## src/rtl/mux_scan_pkg.sv

```systemverilog
// Shared types and helpers for the mux scan controller.
// Channel count, select width, FSM state type and the first-channel lookup.
package mux_scan_pkg;

  localparam int NUM_CH = 4;
  localparam int SEL_W  = 2;

  typedef enum logic {
    IDLE = 1'b0,
    SCAN = 1'b1
  } state_t;

  // Lowest set bit of the mask; returns 0 for an empty mask
  function automatic logic [SEL_W-1:0] first_ch(input logic [NUM_CH-1:0] mask);
    logic [SEL_W-1:0] ch;
    ch = '0;
    for (int i = NUM_CH - 1; i >= 0; i--) begin
      if (mask[i]) ch = SEL_W'(i);
    end
    return ch;
  endfunction

endpackage

```

## src/rtl/next_channel_finder.sv

```systemverilog
// Finds the next higher enabled channel above the current one.
// Flags 'last' when no higher enabled channel exists.
module next_channel_finder
  import mux_scan_pkg::*;
(
  input  logic [NUM_CH-1:0] mask,
  input  logic [SEL_W-1:0]  cur,
  output logic [SEL_W-1:0]  nxt,
  output logic              last
);

  // Walking downward lets the lowest qualifying channel win
  always_comb begin
    nxt  = cur;
    last = 1'b1;
    for (int i = NUM_CH - 1; i >= 0; i--) begin
      if (mask[i] && (i > int'(cur))) begin
        nxt  = SEL_W'(i);
        last = 1'b0;
      end
    end
  end

endmodule

```

## src/rtl/mux_scan_controller.sv

```systemverilog
// Steps a four-to-one mux select through the enabled channels, dwelling on each,
// and publishes a 4-bit snapshot with a one-cycle valid pulse per completed scan.
module mux_scan_controller
  import mux_scan_pkg::*;
#(
  parameter int DWELL = 4
) (
  input  logic              clk,
  input  logic              rst,
  input  logic              start,
  input  logic              continuous,
  input  logic [NUM_CH-1:0] ch_mask,
  input  logic              mux_out,
  output logic [SEL_W-1:0]  sel,
  output logic [NUM_CH-1:0] sample,
  output logic              sample_valid,
  output logic              busy
);

  localparam int CNT_W = (DWELL > 1) ? $clog2(DWELL) : 1;
  localparam logic [CNT_W-1:0] CNT_LAST = CNT_W'(DWELL - 1);

  state_t            state;
  logic [CNT_W-1:0]  cnt;
  logic [NUM_CH-1:0] mask_q;
  logic [NUM_CH-1:0] shadow;
  logic [NUM_CH-1:0] snapshot;
  logic [SEL_W-1:0]  nxt;
  logic              last;

  next_channel_finder u_finder (
    .mask (mask_q),
    .cur  (sel),
    .nxt  (nxt),
    .last (last)
  );

  // The final channel's bit is merged straight in so the snapshot is complete on the end edge
  always_comb begin
    snapshot      = shadow;
    snapshot[sel] = mux_out;
  end

  always_ff @(posedge clk or posedge rst) begin
    if (rst) begin
      state        <= IDLE;
      sel          <= '0;
      sample       <= '0;
      sample_valid <= 1'b0;
      busy         <= 1'b0;
      cnt          <= '0;
      mask_q       <= '0;
      shadow       <= '0;
    end else begin
      sample_valid <= 1'b0;
      case (state)
        IDLE: begin
          if (start && (ch_mask != '0)) begin
            state  <= SCAN;
            busy   <= 1'b1;
            mask_q <= ch_mask;
            sel    <= first_ch(ch_mask);
            cnt    <= '0;
            shadow <= '0;
          end
        end
        SCAN: begin
          if (cnt == CNT_LAST) begin
            cnt         <= '0;
            shadow[sel] <= mux_out;
            if (!last) begin
              sel <= nxt;
            end else begin
              sample       <= snapshot;
              sample_valid <= 1'b1;
              // Restart reuses the accept actions, re-latching the live mask
              if (continuous && (ch_mask != '0)) begin
                mask_q <= ch_mask;
                sel    <= first_ch(ch_mask);
                shadow <= '0;
              end else begin
                state <= IDLE;
                busy  <= 1'b0;
              end
            end
          end else begin
            cnt <= cnt + 1'b1;
          end
        end
        default: begin
          state <= IDLE;
          busy  <= 1'b0;
        end
      endcase
    end
  end

endmodule

```

## config.mk

```make
export PLATFORM = sky130hd
export DESIGN_NAME = mux_scan_controller
export DESIGN_NICKNAME = d
export VERILOG_FILES = /design/src/rtl/mux_scan_pkg.sv /design/src/rtl/next_channel_finder.sv /design/src/rtl/mux_scan_controller.sv
export SDC_FILE = /design/constraint.sdc
export NUM_CORES = 1
export LEC_CHECK = 0
export BUFFER_PORTS_ARGS = -buffer_cell sky130_fd_sc_hd__buf_4
export CORE_ASPECT_RATIO = 2
export CORE_UTILIZATION = 25
export CTS_BUF_LIST = sky130_fd_sc_hd__clkbuf_4
export CTS_CLUSTER_SIZE = 24
export DETAILED_ROUTE_END_ITERATION = 7
export PLACE_DENSITY = 0.43
export SYNTH_ARGS = -nofsm -noshare
export SYNTH_HDL_FRONTEND = slang
export SYNTH_SLANG_ARGS = --single-unit
```

## constraint.sdc

```tcl
create_clock -name clk -period 1.85 [get_ports clk]
set_clock_uncertainty 0.05 [all_clocks]
set_input_delay 0.0925 -clock clk [delete_from_list [all_inputs] [get_ports clk]]
set_output_delay 0.0925 -clock clk [all_outputs]
set_load 0.02 [all_outputs]
```

==> results.json <==
{
  "status": "finished clean",
  "crit_slowest_cell": "dfrtp_1",
  "grt_util_all_layers": 0.128,
  "p_sw_uw": 847,
  "synth_compound_area_frac": 0.165,
  "setup_tns_ns": 0,
  "cts_max_path_buffers": 2,
  "ir_worst_vdd_mv": 0.552,
  "die_h_um": 88.3,
  "setup_violations": 0,
  "drtIter0Drc": 16,
  "rsz0062_at_grt": "no",
  "pwr-share-seq": 0.354,
  "path_cells": "nand2b_1 > a221oi_2 > nor2_1 > a21o_4 > mux2_4",
  "drcViolationCount": 0,
  "ctsHtreeMaxLevel": 1,
  "met2_length_mm": 1.21,
  "dr_total_vias": 745,
  "met3WireLength_um": 48,
  "worstPathMaxFanout": 7,
  "hold_viol_final": 0,
  "min_period_over_period": 0.922,
  "synth_top_family_by_area": "simple AND/OR/NAND/NOR gates",
  "crit_path_max_incr_delay_ns": 0.42,
  "critPathKind": "flop to flop",
  "grt_pass1_vias": 734,
  "cts_inserted_buffers": 3,
  "firstDrtPassIters": 4,
  "avgSynthCellArea_um2": 10.2,
  "p_int_mw": 1.23,
  "cts_root_buf": "clkbuf_4",
  "fillers": 404,
  "synth_cell_types": 29,
  "antenna_left": 0,
  "cts_tree": "yes",
  "cts.sinks": 18,
  "powerDensity_nw_per_um2": 1770,
  "synth_seq_cells": 18,
  "synthCells": 91,
  "netlist_area_um2": 931,
  "p_total_mw": 2.08,
  "grt_max_degree": 19,
  "die_w_um": 45.2,
  "yosys.area.top_type_share": 0.484,
  "wl_met1_um": 845,
  "netSwitchingFraction": 0.408,
  "min_path_type": "input pin to flop",
  "wire_per_inst_um": 13.1,
  "viasPerCell": 4.57,
  "min-delay-start": "ch_mask[3]",
  "cts.clk_slew.worst_paths_ns": 0.10,
  "synth-xor-area-share": 0,
  "clk_latency_ns": 0.29,
  "fmax_mhz": 586,
  "initial_core_util": 0.261,
  "drv_slew": 0,
  "top_layer_used": "met4",
  "yosys.area.top_type": "dfrtp_1",
  "antenna_found_initial": 0,
  "yosys.area_share.adder": 0.0134,
  "start_kind": "flop",
  "r2r_start": "sel[0]",
  "cp_data_arrival_time_ns": 1.84,
  "syn_nets": 101,
  "dpl_cell_area_um2": 1140,
  "worst_pin_slew_ns": 0.730,
  "synthTopCellsByArea": "dfrtp_1, mux2i_1, nor2_1",
  "area_growth_syn_to_layout_pct": 26.3,
  "leakage_nw": 0.548,
  "yosys-mux-area-fraction": 0.137,
  "io_buffer_count": 16,
  "diodes": 0,
  "rows": 31,
  "grt_overflow": 0,
  "core_area_um2": 3570,
  "maxCapViolations": 0,
  "yosysWarnings": 0,
  "finalWeightedCongestion": 0.736,
  "startpoint": "sel[0]",
  "cp.required_ns": 1.99,
  "power_frac_comb": 0.547,
  "synth_simple_gate_area_share": 0.173,
  "synth-seq-area-share": 0.484,
  "final_area_um2": 1180,
  "die_area_um2": 3990,
  "final_nets": 125,
  "cts_setup_buffers": 0,
  "relSlewSlack": 0.513,
  "grt_pass1_wl_mm": 3.59,
  "routed_wl_mm": 2.14,
  "cp-end-kind": "flop",
  "p_clk_frac": 0.098,
  "drive_above_1_share": 0.289,
  "ios": 17,
  "fin_crit_ns": 1.71
}
-- registers in the layout, summed over array words and instances, names as in the netlist --
signal and count:
busy 1, mask_q 3, cnt 2, sel 2, sample 4, shadow 4, state 1, sample_valid 1
-- cell usage in the layout (no fill, tap or decap), types with 3 or more instances in the layout --
cell type  instances
buf_4             22
dfrtp_1           18
nor2_1            13
nand2_1            9
a21oi_1            8
mux2i_1            6
nor2b_1            4
nand2b_1           3
nand3_1            3
mux2_4             3
clkbuf_4           3
-- area by class of cell --
class	instances	area, um2	share of cell area
well taps	49	61.3	0.0521
multi-input cells	67	455	0.387
inverters	2	7.51	0.00638
flip-flops and latches	18	450	0.383
clock buffers	3	22.5	0.0191
clock inverters	1	3.75	0.00319
repair buffers	23	175	0.149
-- metal layers --
| layer | track usage | vias to the layer above |
|---|---|---|
| met4 | 0.0744 | 0 |
| met2 | 0.219 | 11 |
| met1 | 0.148 | 366 |
| met5 | 0 | - |
| met3 | 0.0122 | 2 |
| li1 | - | 366 |
-- metrics by stage --
step	std cells	hold slack (ns)	utilization	worst slack, ns
3_5_place_dp	158	0.217	0.319	0.0867
5_1_grt	163	0.0117	0.330	0.0122
4_1_cts	163	0.00481	0.330	0.119
2_1_floorplan	91	-0.0189	-	0.0297
3_3_place_gp	158	0.204	0.319	0.118
6_report	163	0.0151	0.330	0.144
-- cells by family (layout without fill, tap and decap cells) --
| kind of cell | count (synthesis) | in the layout |
|---|---|---|
| adder cells (fa/ha/maj) | 1 | 1 |
| AO/OA/AOI/OAI | 20 | 20 |
| buffers and inverters | 6 | 29 |
| multiplexers | 11 | 11 |
| AND/OR/NAND/NOR | 35 | 35 |
| flip-flops | 18 | 18 |
-- synthesized netlist by cell type --
cell,instances
nand2b_1,3
o41ai_2,1
mux2_2,2
a21oi_1,8
nand2_1,9
mux2i_1,6
inv_1,2
a22o_1,1
o21ai_1,1
o21bai_1,1
a21o_4,1
mux2_4,3
o22ai_1,1
dfrtp_1,18
a221oi_2,1
nand3_1,3
nor2_1,13
or2b_1,1
a32oi_1,1
o2bb2ai_1,1
o41ai_1,1
buf_2,2
and2b_1,1
ha_1,1
o22a_1,1
clkbuf_1,2
o21ai_0,1
nor2b_1,4
nor3_1,1
-- path summary, 6_finish.rpt --
kind / endpoint / slack, ns / cells after the start
setup / recovery: mask_q[1] / 0.14 / 5
hold / removal: mask_q[3] / 0.02 / 2
setup reg to reg: mask_q[1] / 0.14 / 5
hold reg to reg: cnt[1] / 0.47 / 1
max in group asynchronous: shadow[1] / 0.86 / 3
min in group asynchronous: sample_valid / 0.43 / 3
-- critical path, delay by kind of cell (launching register included) --
family             cells  cell delay [ns]
DFF                    1             0.42
and+or+nand+nor        2             0.31
AOI/OAI and AO/OA      2             0.53
muxes                  1             0.30
-- power by group through the flow --
stage | registers [mW] | clock network [mW] | logic [mW]
after floorplan | 0.804 | 0 | 0.698
after global placement | 0.739 | 0 | 1.14
after detailed placement | 0.747 | 0 | 1.15
after CTS | 0.740 | 0.215 | 1.16
after global routing | 0.769 | 0.230 | 1.27
final | 0.736 | 0.204 | 1.14
-- timing repair --
action,4_1_cts,5_1_grt
hold endpoints to repair,18,0
hold buffers,1,0
resized for setup,0,0
No activity file was read; power rests on OpenSTA's default activity.
